## src/rtl/tile_line_fetcher_if.sv

```systemverilog
// tile_line_fetcher_if
//   Groups the fetcher's request/status, memory read-port and row-output
//   signals. The master modport is the fetcher. The slave modport is the
//   surrounding system: the timing controller, both memories and the line
//   buffer.
//   start/line       request to fetch one scanline
//   busy/done        fetch in progress / one-cycle completion pulse
//   tb_*             tile buffer read port (9-bit word address)
//   gfx_*            tile graphics read port (11-bit word address)
//   row_*            one 16-pixel tile row per row_we strobe
interface tile_line_fetcher_if;
  logic        start;
  logic [8:0]  line;
  logic        busy;
  logic        done;
  logic [8:0]  tb_addr;
  logic        tb_rw;
  logic [31:0] tb_rdata;
  logic [10:0] gfx_addr;
  logic        gfx_rw;
  logic [31:0] gfx_rdata;
  logic        row_we;
  logic [5:0]  row_tile;
  logic [47:0] row_data;
  logic [15:0] row_mask;

  modport master (
    input  start, line, tb_rdata, gfx_rdata,
    output busy, done, tb_addr, tb_rw, gfx_addr, gfx_rw,
           row_we, row_tile, row_data, row_mask
  );

  modport slave (
    output start, line, tb_rdata, gfx_rdata,
    input  busy, done, tb_addr, tb_rw, gfx_addr, gfx_rw,
           row_we, row_tile, row_data, row_mask
  );
endinterface

```

## src/rtl/tile_line_fetcher.sv

```systemverilog
// tile_line_fetcher
//   Fetches one scanline of the tile background. It emits 40 rows of 16
//   3-bit colour indices, one row per 16-pixel tile column. Each group of
//   4 tiles needs one tile-buffer read, and each tile needs one graphics read.
//   Ports:
//     clk    system clock
//     reset  asynchronous, active-high reset
//     bus    tile_line_fetcher_if.master (request, memory reads, row output)
//   Optional build macro:
//     TILE_TRANSPARENCY_EN  when defined, row_mask marks pixels whose 2-bit
//                           value is 00 as transparent. When undefined,
//                           row_mask is always 16'hFFFF.
module tile_line_fetcher #(
  parameter int unsigned SCREEN_LINES   = 480,
  parameter int unsigned TILES_PER_LINE = 40
) (
  input  logic                 clk,
  input  logic                 reset,
  tile_line_fetcher_if.master  bus
);

  localparam logic [8:0] LINE_LIMIT = 9'(SCREEN_LINES);
  localparam logic [5:0] LAST_TILE  = 6'(TILES_PER_LINE - 1);

  typedef enum logic [2:0] {
    IDLE, TB_ADDR, TB_DATA, GFX_ADDR, GFX_DATA, EMIT
  } state_t;

  state_t      state, state_next;
  logic        accept;
  logic [8:0]  line_q;
  logic [5:0]  tile_x;
  logic [5:0]  tile_next;
  logic        last_tile;
  logic [31:0] word_q;
  logic        pal_q;
  logic [31:0] entry_src;
  logic [1:0]  entry_idx;
  logic [7:0]  entry;
  logic [47:0] row_data_next;
  logic [15:0] row_mask_next;

  function automatic logic [8:0] tb_word(input logic [4:0] tile_row,
                                         input logic [3:0] group);
    return 9'(tile_row) * 9'd10 + 9'(group);
  endfunction

  assign bus.tb_rw  = 1'b0;
  assign bus.gfx_rw = 1'b0;
  assign bus.busy   = (state != IDLE);
  assign bus.row_we = (state == EMIT);

  assign tile_next = tile_x + 6'd1;
  assign last_tile = (tile_x == LAST_TILE);

  // gfx_addr is registered on entry to GFX_ADDR. From TB_DATA the entry
  // comes straight off the tile buffer read data, because word_q is
  // captured on that same edge. From EMIT the entry comes from the
  // latched word, indexed by the next tile column.
  assign entry_src = (state == TB_DATA) ? bus.tb_rdata : word_q;
  assign entry_idx = (state == TB_DATA) ? tile_x[1:0] : tile_next[1:0];
  assign entry     = entry_src[{entry_idx, 3'b000} +: 8];

  always_ff @(posedge clk or posedge reset) begin
    if (reset) state <= IDLE;
    else       state <= state_next;
  end

  always_comb begin
    state_next = state;
    accept     = 1'b0;
    case (state)
      IDLE: begin
        if (bus.start && (bus.line < LINE_LIMIT)) begin
          accept     = 1'b1;
          state_next = TB_ADDR;
        end
      end
      TB_ADDR:  state_next = TB_DATA;
      TB_DATA:  state_next = GFX_ADDR;
      GFX_ADDR: state_next = GFX_DATA;
      GFX_DATA: state_next = EMIT;
      EMIT: begin
        if (last_tile)                 state_next = IDLE;
        else if (tile_next[1:0] == '0) state_next = TB_ADDR;
        else                           state_next = GFX_ADDR;
      end
      default: state_next = IDLE;
    endcase
  end

  always_comb begin
    row_data_next = '0;
    row_mask_next = '1;
    for (int unsigned p = 0; p < 16; p++) begin
      row_data_next[3*p +: 3] = {pal_q, bus.gfx_rdata[2*p +: 2]};
`ifdef TILE_TRANSPARENCY_EN
      row_mask_next[p] = |bus.gfx_rdata[2*p +: 2];
`endif
    end
  end

  always_ff @(posedge clk or posedge reset) begin
    if (reset) begin
      line_q       <= '0;
      tile_x       <= '0;
      word_q       <= '0;
      pal_q        <= 1'b0;
      bus.tb_addr  <= '0;
      bus.gfx_addr <= '0;
      bus.row_tile <= '0;
      bus.row_data <= '0;
      bus.row_mask <= '1;
      bus.done     <= 1'b0;
    end else begin
      bus.done <= (state == EMIT) && last_tile;
      case (state)
        IDLE: begin
          if (accept) begin
            line_q      <= bus.line;
            tile_x      <= '0;
            bus.tb_addr <= tb_word(bus.line[8:4], 4'd0);
          end
        end
        TB_DATA: begin
          word_q       <= bus.tb_rdata;
          pal_q        <= entry[7];
          bus.gfx_addr <= {entry[6:0], line_q[3:0]};
        end
        GFX_DATA: begin
          bus.row_data <= row_data_next;
          bus.row_mask <= row_mask_next;
          bus.row_tile <= tile_x;
        end
        EMIT: begin
          if (!last_tile) begin
            tile_x <= tile_next;
            if (tile_next[1:0] == '0) begin
              bus.tb_addr <= tb_word(line_q[8:4], tile_next[5:2]);
            end else begin
              pal_q        <= entry[7];
              bus.gfx_addr <= {entry[6:0], line_q[3:0]};
            end
          end
        end
        default: ;
      endcase
    end
  end

endmodule

```

## src/flat_wrapper.sv

```systemverilog
// flat-port wrapper written by rule: the top's interface ports become plain ports
module tile_line_fetcher_flat 
#(
  parameter int unsigned SCREEN_LINES   = 480,
  parameter int unsigned TILES_PER_LINE = 40
)
  (clk, reset, bus_start, bus_line, bus_tb_rdata, bus_gfx_rdata, bus_busy, bus_done, bus_tb_addr, bus_tb_rw, bus_gfx_addr, bus_gfx_rw, bus_row_we, bus_row_tile, bus_row_data, bus_row_mask);
  tile_line_fetcher_if bus_i ();
  input  logic clk;
  input  logic reset;
  input wire logic [$bits(bus_i.start)-1:0] bus_start;
  input wire logic [$bits(bus_i.line)-1:0] bus_line;
  input wire logic [$bits(bus_i.tb_rdata)-1:0] bus_tb_rdata;
  input wire logic [$bits(bus_i.gfx_rdata)-1:0] bus_gfx_rdata;
  output wire logic [$bits(bus_i.busy)-1:0] bus_busy;
  output wire logic [$bits(bus_i.done)-1:0] bus_done;
  output wire logic [$bits(bus_i.tb_addr)-1:0] bus_tb_addr;
  output wire logic [$bits(bus_i.tb_rw)-1:0] bus_tb_rw;
  output wire logic [$bits(bus_i.gfx_addr)-1:0] bus_gfx_addr;
  output wire logic [$bits(bus_i.gfx_rw)-1:0] bus_gfx_rw;
  output wire logic [$bits(bus_i.row_we)-1:0] bus_row_we;
  output wire logic [$bits(bus_i.row_tile)-1:0] bus_row_tile;
  output wire logic [$bits(bus_i.row_data)-1:0] bus_row_data;
  output wire logic [$bits(bus_i.row_mask)-1:0] bus_row_mask;
  assign bus_i.start = bus_start;
  assign bus_i.line = bus_line;
  assign bus_i.tb_rdata = bus_tb_rdata;
  assign bus_i.gfx_rdata = bus_gfx_rdata;
  assign bus_busy = bus_i.busy;
  assign bus_done = bus_i.done;
  assign bus_tb_addr = bus_i.tb_addr;
  assign bus_tb_rw = bus_i.tb_rw;
  assign bus_gfx_addr = bus_i.gfx_addr;
  assign bus_gfx_rw = bus_i.gfx_rw;
  assign bus_row_we = bus_i.row_we;
  assign bus_row_tile = bus_i.row_tile;
  assign bus_row_data = bus_i.row_data;
  assign bus_row_mask = bus_i.row_mask;
  tile_line_fetcher #(.SCREEN_LINES(SCREEN_LINES), .TILES_PER_LINE(TILES_PER_LINE)) u_core (.clk(clk), .reset(reset), .bus(bus_i));
endmodule
```

## config.mk

```make
export PLATFORM = sky130hd
export DESIGN_NAME = tile_line_fetcher_flat
export DESIGN_NICKNAME = d
export VERILOG_FILES = /design/src/rtl/tile_line_fetcher_if.sv /design/src/rtl/tile_line_fetcher.sv /design/src/flat_wrapper.sv
export SDC_FILE = /design/constraint.sdc
export NUM_CORES = 1
export LEC_CHECK = 0
export ABC_AREA = 1
export CAP_MARGIN = 10
export CORE_ASPECT_RATIO = 0.5
export CORE_MARGIN = 5
export CORE_UTILIZATION = 40
export CTS_CLUSTER_DIAMETER = 150
export DETAILED_ROUTE_END_ITERATION = 8
export PLACE_DENSITY = 0.68
export REMOVE_ABC_BUFFERS = 1
export SYNTH_ARGS = -nofsm -noshare
export SYNTH_HDL_FRONTEND = slang
export SYNTH_SLANG_ARGS = --single-unit
```

## constraint.sdc

```tcl
create_clock -name clk -period 7.85 [get_ports clk]
set_input_delay 1.1775 -clock clk [delete_from_list [all_inputs] [get_ports clk]]
set_output_delay 1.1775 -clock clk [all_outputs]
set_load 0.005 [all_outputs]
```

==> metrics.txt <==
status=completed; I/O pins=about 170; CP max stage delay=1.09 ns; gpl congestion=0.8303; Final Hold Viols=0; Core ar.=approximately 0.014 mm2; area leader, netlist=dfrtp_1; Setup crit start=u_core.state[1]$_DFFE_PP0P_; antenna violations before repair=0; worst-case vdd ir drop=0.1778 mV; post-route ant nets=0; diodes inserted=0; Syn Inst Count=668; reg-to-reg endpoint=u_core.bus.row_data[42]$_DFFE_PP0P_; port bufs=152; post-CTS setup repair buffer count=0; FF-to-FF path depth=3; #FFs+latches synth=111; Max Slew Vio Count=0; Worst-path clk slew=around 0.07 ns; DRC violations left=0; layout cells sized above 1=0.09262; clk_lat worst skew=0.35 ns; Rel. slew slack=0.2492; Fmax=262.8 MHz; Yosys Warn Count=0; r2r setup slk=~5.1 ns; overall routing resource usage=0.1635; Critical Path RT=~6.7 ns; Hold Crit Class=reg2reg; top-area cell type share of the netlist area=0.4773; DP Worst Slack=4.408 ns; critical path capture point type=output pin; Post-synth top cells=nand2_1 (205), dfrtp_1 (111), inv_1 (99), nand3_1 (37), buf_4 (35); Die X=~180 um; Period Utilization, post-route=0.4847; total CTS buffers=9; die area=0.01721 mm2; total of max-cap violations=0; pwr/cell area=~400 mW/mm2; die height=95.29 um; CTS H-tree lvls=3; setup violators final=0; Lkg Pwr=3.766 nW; Crit Path Class=reg2out; main flop type after synthesis=dfrtp_1; WP data arrival=2.63 ns; initial core utilization=0.4055; vias per inst=4.567; TritonCTS clock tree=built; Slowest-stage cell, CP=dfrtp_1; min Tclk post-route=3.805 ns; critical path endpoint=bus_row_we; Clock Skews=0.01093 ns; first-pass GRT wire length=22,910 um; CP startpoint kind=register; Root Driver=clkbuf_16; vias in the first global route=4,553; pin count of the biggest net entering global routing=64; most common cell in the netlist=nand2_1; clk sinks=111; Final nets=889; Routed WL per cell=14.18 um; Area growth syn-to-layout=30.83%; DP Wirelength=9982 um; Power Total=approximately 3 mW; DR vias=roughly 4,600; Worst-Margin Slew=1.126 ns; RSZ-0062 raised after global routing=false; worst path cell trace=inv_1 > nand3_2 > inv_2 > clkdlybuf4s50_1; worst-path maximum fanout=29; 1st-iter DRT viols=357; Initial DRT Pass Iterations=5; EDFF count, synth=0; reg-to-reg startpoint=u_core.state[1]$_DFFE_PP0P_; Synth Cell Area=0.005819 mm2; drt total wl=14,140 um; ranking of synthesized cells by area=dfrtp_1 (48%), nand2_1 (13%), inv_1 (6.4%); maximum root-to-sink buffer count=2; post-synth cell types=36; fin worst setup slack=4.045 ns; final setup TNS=0 ns; Synth async-reset ratio=1.000; hold_buf cts=0; sequential share of the synthesized area=0.4773; site row count=31; # resized after CTS=0; Syn Area/Cell=8.712 um2; grt total ovfl=0
## worst max-delay path: cells and delay by family (launching register included)
family / cells / cell delay, ns
buf+inv: 3 / 0.91
flops: 1 / 1.09
simple gates: 1 / 0.28
## how the worst min path moves through the flow
stage                                                 start                                 to  slack, ns  cells after the start
after global placement             u_core.pal_q$_DFFE_PP0P_           u_core.pal_q$_DFFE_PP0P_       0.46                      2
after detailed placement  u_core.bus.tb_addr[5]$_DFFE_PP0P_  u_core.bus.tb_addr[5]$_DFFE_PP0P_       0.47                      2
after floorplan                    u_core.pal_q$_DFFE_PP0P_           u_core.pal_q$_DFFE_PP0P_       0.44                      2
after global routing               u_core.pal_q$_DFFE_PP0P_           u_core.pal_q$_DFFE_PP0P_       0.52                      2
after CTS                 u_core.bus.tb_addr[5]$_DFFE_PP0P_  u_core.bus.tb_addr[5]$_DFFE_PP0P_       0.49                      2
final                     u_core.bus.tb_addr[5]$_DFFE_PP0P_  u_core.bus.tb_addr[5]$_DFFE_PP0P_       0.48                      2
## flip-flops by register name (all words and copies together) (netlist names)
signal	count
u_core.word_q	32
u_core.bus.gfx_addr	11
u_core.bus.tb_addr	9
u_core.bus.row_tile	6
u_core.state	3
u_core.tile_x	6
u_core.line_q	9
u_core.pal_q	1
u_core.bus.done	1
u_core.bus.row_data	33
## cell type report
cell class | instances | area (um2)
well taps | 198 | 247.7
flip-flops and latches | 111 | 2778
fillers | 1345 | 6738
repair buffers | 153 | 1529
clock inverters | 6 | 76.32
multi-input cells | 415 | 2351
clock buffers | 10 | 239.0
inverters | 104 | 392.9
## cell families (layout without fill, tap and decap cells)
logic type                 after synthesis  in the layout  synth area share
adders and majority gates               19             19           0.04472
xor gates and xnor gates                 4              4          0.006021
muxes                                   33             33           0.06386
buffers and inverters                  158            273            0.1290
other                                    2             18          0.001291
AOI/OAI and AO/OA                       47             47           0.04623
and+or+nand+nor                        294            294            0.2316
DFF                                    111            111            0.4773
## where the power goes
part / internal (mW) / switching [mW] / total (mW)
Sequential: 0.848 / 0.179 / 1.03
Clock: 0.261 / 0.222 / 0.484
Combinational: 0.750 / 0.807 / 1.56
Total: 1.86 / 1.21 / 3.07
## layer usage
metal / vias to the layer above / GRT usage / wire length (um)
met5: - / 0 / 0
met1: 2151 / 0.2076 / 6400
li1: 2269 / - / -
met2: 121 / 0.2878 / 6815
met3: 12 / 0.04345 / 775
met4: 0 / 0.03208 / 148
## through the flow
stage          cells    util  area, um2  hold WS (ns)
6_report         997  0.5305       7614        0.4831
5_1_grt          997  0.5305       7614        0.5171
4_1_cts          997  0.5305       7614        0.4878
3_5_place_dp     981  0.5085       7298        0.4689
3_3_place_gp     981  0.5085       7298        0.4630
2_1_floorplan    630       -       5519        0.4450
## placed cells by master, fill, tap and decap left out, types with 3 or more instances in the layout
cell type,instances
nand2_1,205
clkdlybuf4s50_1,152
dfrtp_1,111
inv_1,98
nand3_1,37
mux2_2,33
nand3b_1,25
o21ai_0,21
conb_1,18
ha_1,16
nor2_1,10
o21ai_1,10
clkbuf_16,9
a21oi_1,6
inv_2,5
nand2_2,4
o211ai_1,4
nand2_4,3
xor2_1,3
or2_2,3
fa_1,3
Power figures use the tool's default switching activity.
